### src/rtl/tick_div_ctrl_pkg.sv
`default_nettype none
// ============================================================================
//  Module   : tick_div_ctrl_pkg
//  Purpose  : Shared types and constants for the divide-by-N tick controller.
//             Holds the controller state encoding, the post-reset divisor,
//             the divisor floor and the run-mode encodings.
//  Ports    : none (package)
//  Revision : 1.0 - initial release
// ============================================================================
package tick_div_ctrl_pkg;

   typedef enum logic [1:0] {
      IDLE = 2'd0,
      RUN  = 2'd1,
      DONE = 2'd2
   } state_t;

   // Divisor loaded at reset, and the smallest divisor that still yields a
   // one-cycle-wide pulse followed by at least one low cycle.
   localparam int DIV_DEFAULT = 4;
   localparam int DIV_MIN     = 2;

   localparam logic MODE_CONT  = 1'b0;
   localparam logic MODE_BURST = 1'b1;

endpackage : tick_div_ctrl_pkg
`default_nettype wire

### src/rtl/tick_div_ctrl_mod_counter.sv
`default_nettype none
// ============================================================================
//  Module   : mod_counter
//  Purpose  : Programmable modulo-N phase counter. Counts 0 .. modulus-1
//             while enabled and wraps to zero; clear forces zero and wins
//             over enable.
//  Ports    : clk      - system clock
//             reset    - asynchronous, active-high reset
//             clear    - synchronous clear to zero
//             enable   - advance the count this cycle
//             modulus  - period N (expected >= 2)
//             count    - current phase
//             wrap     - count is sitting at its wrap point (zero)
//  Revision : 1.0 - initial release
// ============================================================================
module mod_counter #(
   parameter int W = 8
) (
   input  logic         clk,
   input  logic         reset,
   input  logic         clear,
   input  logic         enable,
   input  logic [W-1:0] modulus,
   output logic [W-1:0] count,
   output logic         wrap
);

   logic at_last;

   // ">=" rather than "==" so a count that somehow exceeds the modulus
   // still folds back to zero instead of running through the full range.
   assign at_last = (count >= (modulus - W'(1)));
   assign wrap    = (count == '0);

   always_ff @(posedge clk or posedge reset) begin
      if (reset) begin
         count <= '0;
      end else if (clear) begin
         count <= '0;
      end else if (enable) begin
         count <= at_last ? '0 : count + W'(1);
      end
   end

endmodule : mod_counter
`default_nettype wire

### src/rtl/tick_div_ctrl.sv
`default_nettype none
// ============================================================================
//  Module   : tick_div_ctrl
//  Purpose  : Controller for a divide-by-N tick. Emits a one-cycle pulse on
//             y every div cycles, either continuously or for a counted burst,
//             with a valid/ready config handshake, start/stop, a done pulse
//             and a saturating count of emitted ticks.
//  Ports    : clk        - system clock
//             reset      - asynchronous, active-high reset
//             cfg_valid  - configuration offer
//             cfg_ready  - configuration accepted (IDLE only)
//             cfg_div    - divisor N (0 and 1 clamp to 2)
//             cfg_burst  - pulse count for burst mode
//             cfg_mode   - 0 continuous, 1 burst
//             start      - begin a run (sampled in IDLE)
//             stop       - abort a run (honoured in RUN)
//             y          - divided tick, one cycle wide
//             busy       - controller not idle
//             done       - one-cycle burst completion pulse
//             tick_count - ticks emitted in the current or last run
//  Revision : 1.0 - initial release
// ============================================================================
module tick_div_ctrl
   import tick_div_ctrl_pkg::*;
#(
   parameter int CNT_W   = 8,
   parameter int BURST_W = 8
) (
   input  logic               clk,
   input  logic               reset,
   input  logic               cfg_valid,
   output logic               cfg_ready,
   input  logic [CNT_W-1:0]   cfg_div,
   input  logic [BURST_W-1:0] cfg_burst,
   input  logic               cfg_mode,
   input  logic               start,
   input  logic               stop,
   output logic               y,
   output logic               busy,
   output logic               done,
   output logic [BURST_W-1:0] tick_count
);

   state_t               state;
   state_t               state_nxt;
   logic [CNT_W-1:0]     div_r;
   logic [BURST_W-1:0]   burst_r;
   logic                 mode_r;
   logic [CNT_W-1:0]     phase;
   logic                 phase_zero;

   logic                 accept;
   logic                 launch;
   logic                 run_mode;
   logic [BURST_W-1:0]   run_burst;
   logic [CNT_W-1:0]     div_clamped;
   logic                 tick;
   logic                 last_pulse;

   assign accept      = cfg_valid && (state == IDLE);
   assign launch      = start && (state == IDLE);
   assign div_clamped = (cfg_div < CNT_W'(DIV_MIN)) ? CNT_W'(DIV_MIN) : cfg_div;

   // A config accepted on the same edge as start governs that run.
   assign run_mode    = accept ? cfg_mode  : mode_r;
   assign run_burst   = accept ? cfg_burst : burst_r;

   assign tick        = (state == RUN) && phase_zero;

   // The tick carrying the burst_r-th pulse ends the burst. tick_count can
   // never have saturated before that pulse because burst_r fits BURST_W.
   assign last_pulse  = (mode_r == MODE_BURST) && tick
                        && (tick_count == (burst_r - BURST_W'(1)));

   mod_counter #(
      .W (CNT_W)
   ) u_phase (
      .clk     (clk),
      .reset   (reset),
      .clear   (launch),
      .enable  (state == RUN),
      .modulus (div_r),
      .count   (phase),
      .wrap    (phase_zero)
   );

   always_ff @(posedge clk or posedge reset) begin
      if (reset) begin
         state <= IDLE;
      end else begin
         state <= state_nxt;
      end
   end

   always_comb begin
      state_nxt = state;
      y         = 1'b0;
      busy      = 1'b0;
      done      = 1'b0;
      cfg_ready = 1'b0;

      unique case (state)
         IDLE: begin
            cfg_ready = 1'b1;
            if (start) begin
               // An empty burst skips RUN entirely so no tick escapes.
               state_nxt = ((run_mode == MODE_BURST) && (run_burst == '0)) ? DONE : RUN;
            end
         end
         RUN: begin
            busy = 1'b1;
            y    = tick;
            // stop outranks burst completion: an aborted run never signals done.
            if (stop) begin
               state_nxt = IDLE;
            end else if (last_pulse) begin
               state_nxt = DONE;
            end
         end
         DONE: begin
            busy      = 1'b1;
            done      = 1'b1;
            state_nxt = IDLE;
         end
         default: begin
            state_nxt = IDLE;
         end
      endcase
   end

   always_ff @(posedge clk or posedge reset) begin
      if (reset) begin
         div_r   <= CNT_W'(DIV_DEFAULT);
         burst_r <= '0;
         mode_r  <= MODE_CONT;
      end else if (accept) begin
         div_r   <= div_clamped;
         burst_r <= cfg_burst;
         mode_r  <= cfg_mode;
      end
   end

   always_ff @(posedge clk or posedge reset) begin
      if (reset) begin
         tick_count <= '0;
      end else if (launch) begin
         tick_count <= '0;
      end else if (tick && (tick_count != '1)) begin
         tick_count <= tick_count + BURST_W'(1);
      end
   end

endmodule : tick_div_ctrl
`default_nettype wire
### config.mk
export PLATFORM = sky130hd
export DESIGN_NAME = tick_div_ctrl
export DESIGN_NICKNAME = d
export VERILOG_FILES = /design/src/rtl/tick_div_ctrl_pkg.sv /design/src/rtl/tick_div_ctrl_mod_counter.sv /design/src/rtl/tick_div_ctrl.sv
export SDC_FILE = /design/constraint.sdc
export NUM_CORES = 1
export LEC_CHECK = 0
export BUFFER_PORTS_ARGS = -buffer_cell sky130_fd_sc_hd__clkbuf_2
export CORE_ASPECT_RATIO = 0.75
export CORE_UTILIZATION = 35
export DETAILED_ROUTE_END_ITERATION = 10
export PLACE_DENSITY = 0.54
export SLEW_MARGIN = 10
export SYNTH_ARGS = -nofsm -noshare
export SYNTH_HDL_FRONTEND = slang
export SYNTH_HIERARCHICAL = 1
export SYNTH_SLANG_ARGS = --single-unit
### constraint.sdc
create_clock -name clk -period 6.7 [get_ports clk]
set_input_delay 0.335 -clock clk [delete_from_list [all_inputs] [get_ports clk]]
set_output_delay 0.335 -clock clk [all_outputs]
set_load 0.01 [all_outputs]
==> flow_summary.ini <==
[run_status]
run_status = completed

[yosys]
synth.top_cell.area_share = 0.387
commonest_cells_in_the_netlist = dfrtp_1 (34), nor2_1 (20), ha_1 (16), nand2_1 (16), xor2_1 (15)
synth_cells = 219
ys_types = 49
synthesis.yosys.warnings = 6
synth_ff_type = dfrtp_1
synth_fp_nets = 257
synth.yosys.seq_area_share = 0.399
synthMostInstantiatedCell = dfrtp_1
async_reset_ff_frac = 1.00
synth_edf_count = 0
synth_top_cell_by_area = dfrtp_1
synth_seq_cells = 35
syn-cell-area_sq_mm = 0.00220
post_synth.cell_area_avg_sq_um = 10.0
synth_area_leaders = dfrtp_1 (39%), ha_1 (9.1%), mux2_2 (6.7%), xor2_1 (6.0%), xnor2_1 (4.8%)

[routing]
detailedRoute.firstPassIterationCount = 4
ant_nets = 0
routed_wire_length_per_instance_um = 14.8
route.final.wire_length_mm = 4.97
first_iter_violations = 62
vias = 1692
detail_route.drc_violations = 0
drt-vias-per-instance = 5.05

[timing]
achievable-frequency_ghz = 0.388
finalSetupTns_ps = 0
tightestPinTransition_ps = 1090
final.hold.worst_slack_ps = 270
layout_setup_ws_ps = 4120
setup_violators_final = 0
min_period_over_period = 0.385
period_minus_slack_ps = 2580
timing.clock.skew_ps = 9.00
timing_max_transition_violations_final = 0
hold_violation_total_from_the_final_report = 0
grt_setup_unrepaired = no
maxSlewHeadroom = 0.269

[global_route]
global_route.overflow_total = 0
grt_first_pass_wirelength_mm = 7.96
grt_antenna_before_repair = 0
grt_pass1_vias = 1545
grt_start_max_net_pins = 28
gr-usage-all-layers = 0.158

[clock_network]
cts.path.max_buffers = 2
cts_hold_buf = 1
cts_made_buffers = 5
cts-resized-gates = 0
cts.root.buffer_cell = clkbuf_8
cts.sink_count = 35
latest_clock_arrival_within_the_worst_skew_pair_ps = 280
cts_htree_levels = 2
worst_setup_hold_path_clk_slew_ps = 70
cts.repair_timing.setup_buffer_count = 0
cts_tree = done

[die]
die-area_sq_mm = 0.00661
die_h_um = 70.7
design.core.area_sq_mm = 0.00595
die_width_um = 93.6
num_io_pins = 34
rows = 24
start_util = 0.370

[placed_design]
dpl_worst_slack_ps = 4160
buffer_ports.inserted = 33
gpl.final_weighted_congestion = 0.793
place.detailed.hpwl_mm = 3.85

[layout]
finalCoreUtilization = 0.427
insertedDiodeCount = 0
final_layout_size_suffix_gt1_frac = 0.237
nets = 294
syn_to_final_growth_pct = 15.3

[job]
cap_violations = 0

[pwr]
powerDensity_mw_per_mm2 = 380
net-switching-power_uw = 397
clock_group_share_of_total_power = 0.154
power.sequential.fraction = 0.382
p_int_uw = 568
total_power_uw = 965
power_leakage_uw = 0.00115
worst_ir_drop_vdd_uv = 225
switching_share = 0.411
comb_power_share = 0.464

[worst_hold_path]
timing.hold.worst.class = in -> reg

[critical_path]
critical_path.startpoint_type = flip-flop
timing_worst_setup_path_type = reg -> reg
timing.critical_path.to_type = flip-flop
critical_path.max_fanout = 5
cp.required_ps = 6880
worst_ep_arrival_ps = 2760
[routing by layer]
layer | vias to the layer above | routed length, um | track usage
met3 | 4 | 278 | 0.0387
met4 | 0 | 44 | 0.0359
met2 | 49 | 1810 | 0.198
met5 | - | 0 | 0
met1 | 787 | 2840 | 0.264
li1 | 852 | - | -
[critical path: stages (launching register included)]
cell and delay, ps:
dfrtp_1 420, inv_1 110, ha_1 150, or4b_1 420, nor4_1 180, nand2_1 140
inv_1 90, and4_1 180, o211ai_1 100, o41ai_2 340, a21oi_1 120, a31o_2 230
[cells by family after synthesis]
logic type / synth area share
buffers and inverters: 0.0313
xor gates and xnor gates: 0.107
muxes: 0.0711
AOI/OAI and AO/OA: 0.118
and+or+nand+nor: 0.182
adders and majority gates: 0.0910
DFF: 0.399
[cell usage in the layout, fill, tap and decap left out, types with 2 or more instances in the layout]
master,count
clkbuf_2,33
dfrtp_1,34
xor2_1,15
nor3_1,7
o21a_1,2
ha_1,16
nand3_1,9
a21oi_2,2
xnor2_1,12
or4_1,2
and4_1,2
nor2_1,20
nor4b_1,2
nor2b_1,2
o211ai_1,2
a21oi_1,5
mux2_2,13
nand2b_1,2
nand2_1,16
clkbuf_1,2
and2_1,2
o21ai_0,3
nand4_1,4
a41oi_1,2
o21ai_1,2
nor4_1,3
clkbuf_8,5
inv_1,14
[state kept, by name, summed over array words and instances (netlist names)]
signal and cells:
burst_r 8, tick_count 8, div_r 8, u_phase/count 8, mode_r 1, state 2
[worst paths after layout]
path / from / end / slack, ps / depth (start not counted)
setup / recovery: u_phase/count[0] / state[0] / 4120 / 11
hold / removal: cfg_burst[0] / burst_r[0] / 270 / 3
setup reg to reg: u_phase/count[0] / state[0] / 4120 / 11
hold reg to reg: u_phase/count[0] / u_phase/count[0] / 530 / 1
max in group asynchronous: reset / div_r[7] / 5170 / 3
min in group asynchronous: reset / u_phase/count[3] / 540 / 3
[metrics by stage]
stage / cells / cell area (sq um)
CTS: 335 / 2540
global placement: 326 / 2450
global route: 335 / 2540
finish: 335 / 2540
detailed placement: 326 / 2450
floorplan: 219 / 2200
[cell type report]
type | instances | area, sq um
Inverter | 14 | 52.6
Timing Repair Buffer | 34 | 175
Clock inverter | 1 | 5.00
Sequential cell | 35 | 877
Fill cell | 602 | 3410
Tap cell | 78 | 97.6
Clock buffer | 7 | 76.3
Multi-Input combinational cell | 166 | 1250
[power groups by stage]
stage               combinational, uW  clock (uW)  sequential, uW
floorplan                         351           0             346
global placement                  442           0             370
detailed placement                444           0             372
CTS                               448         153             368
global route                      500         161             380
finish                            448         148             369
No activity file was read; power rests on OpenSTA's default activity.
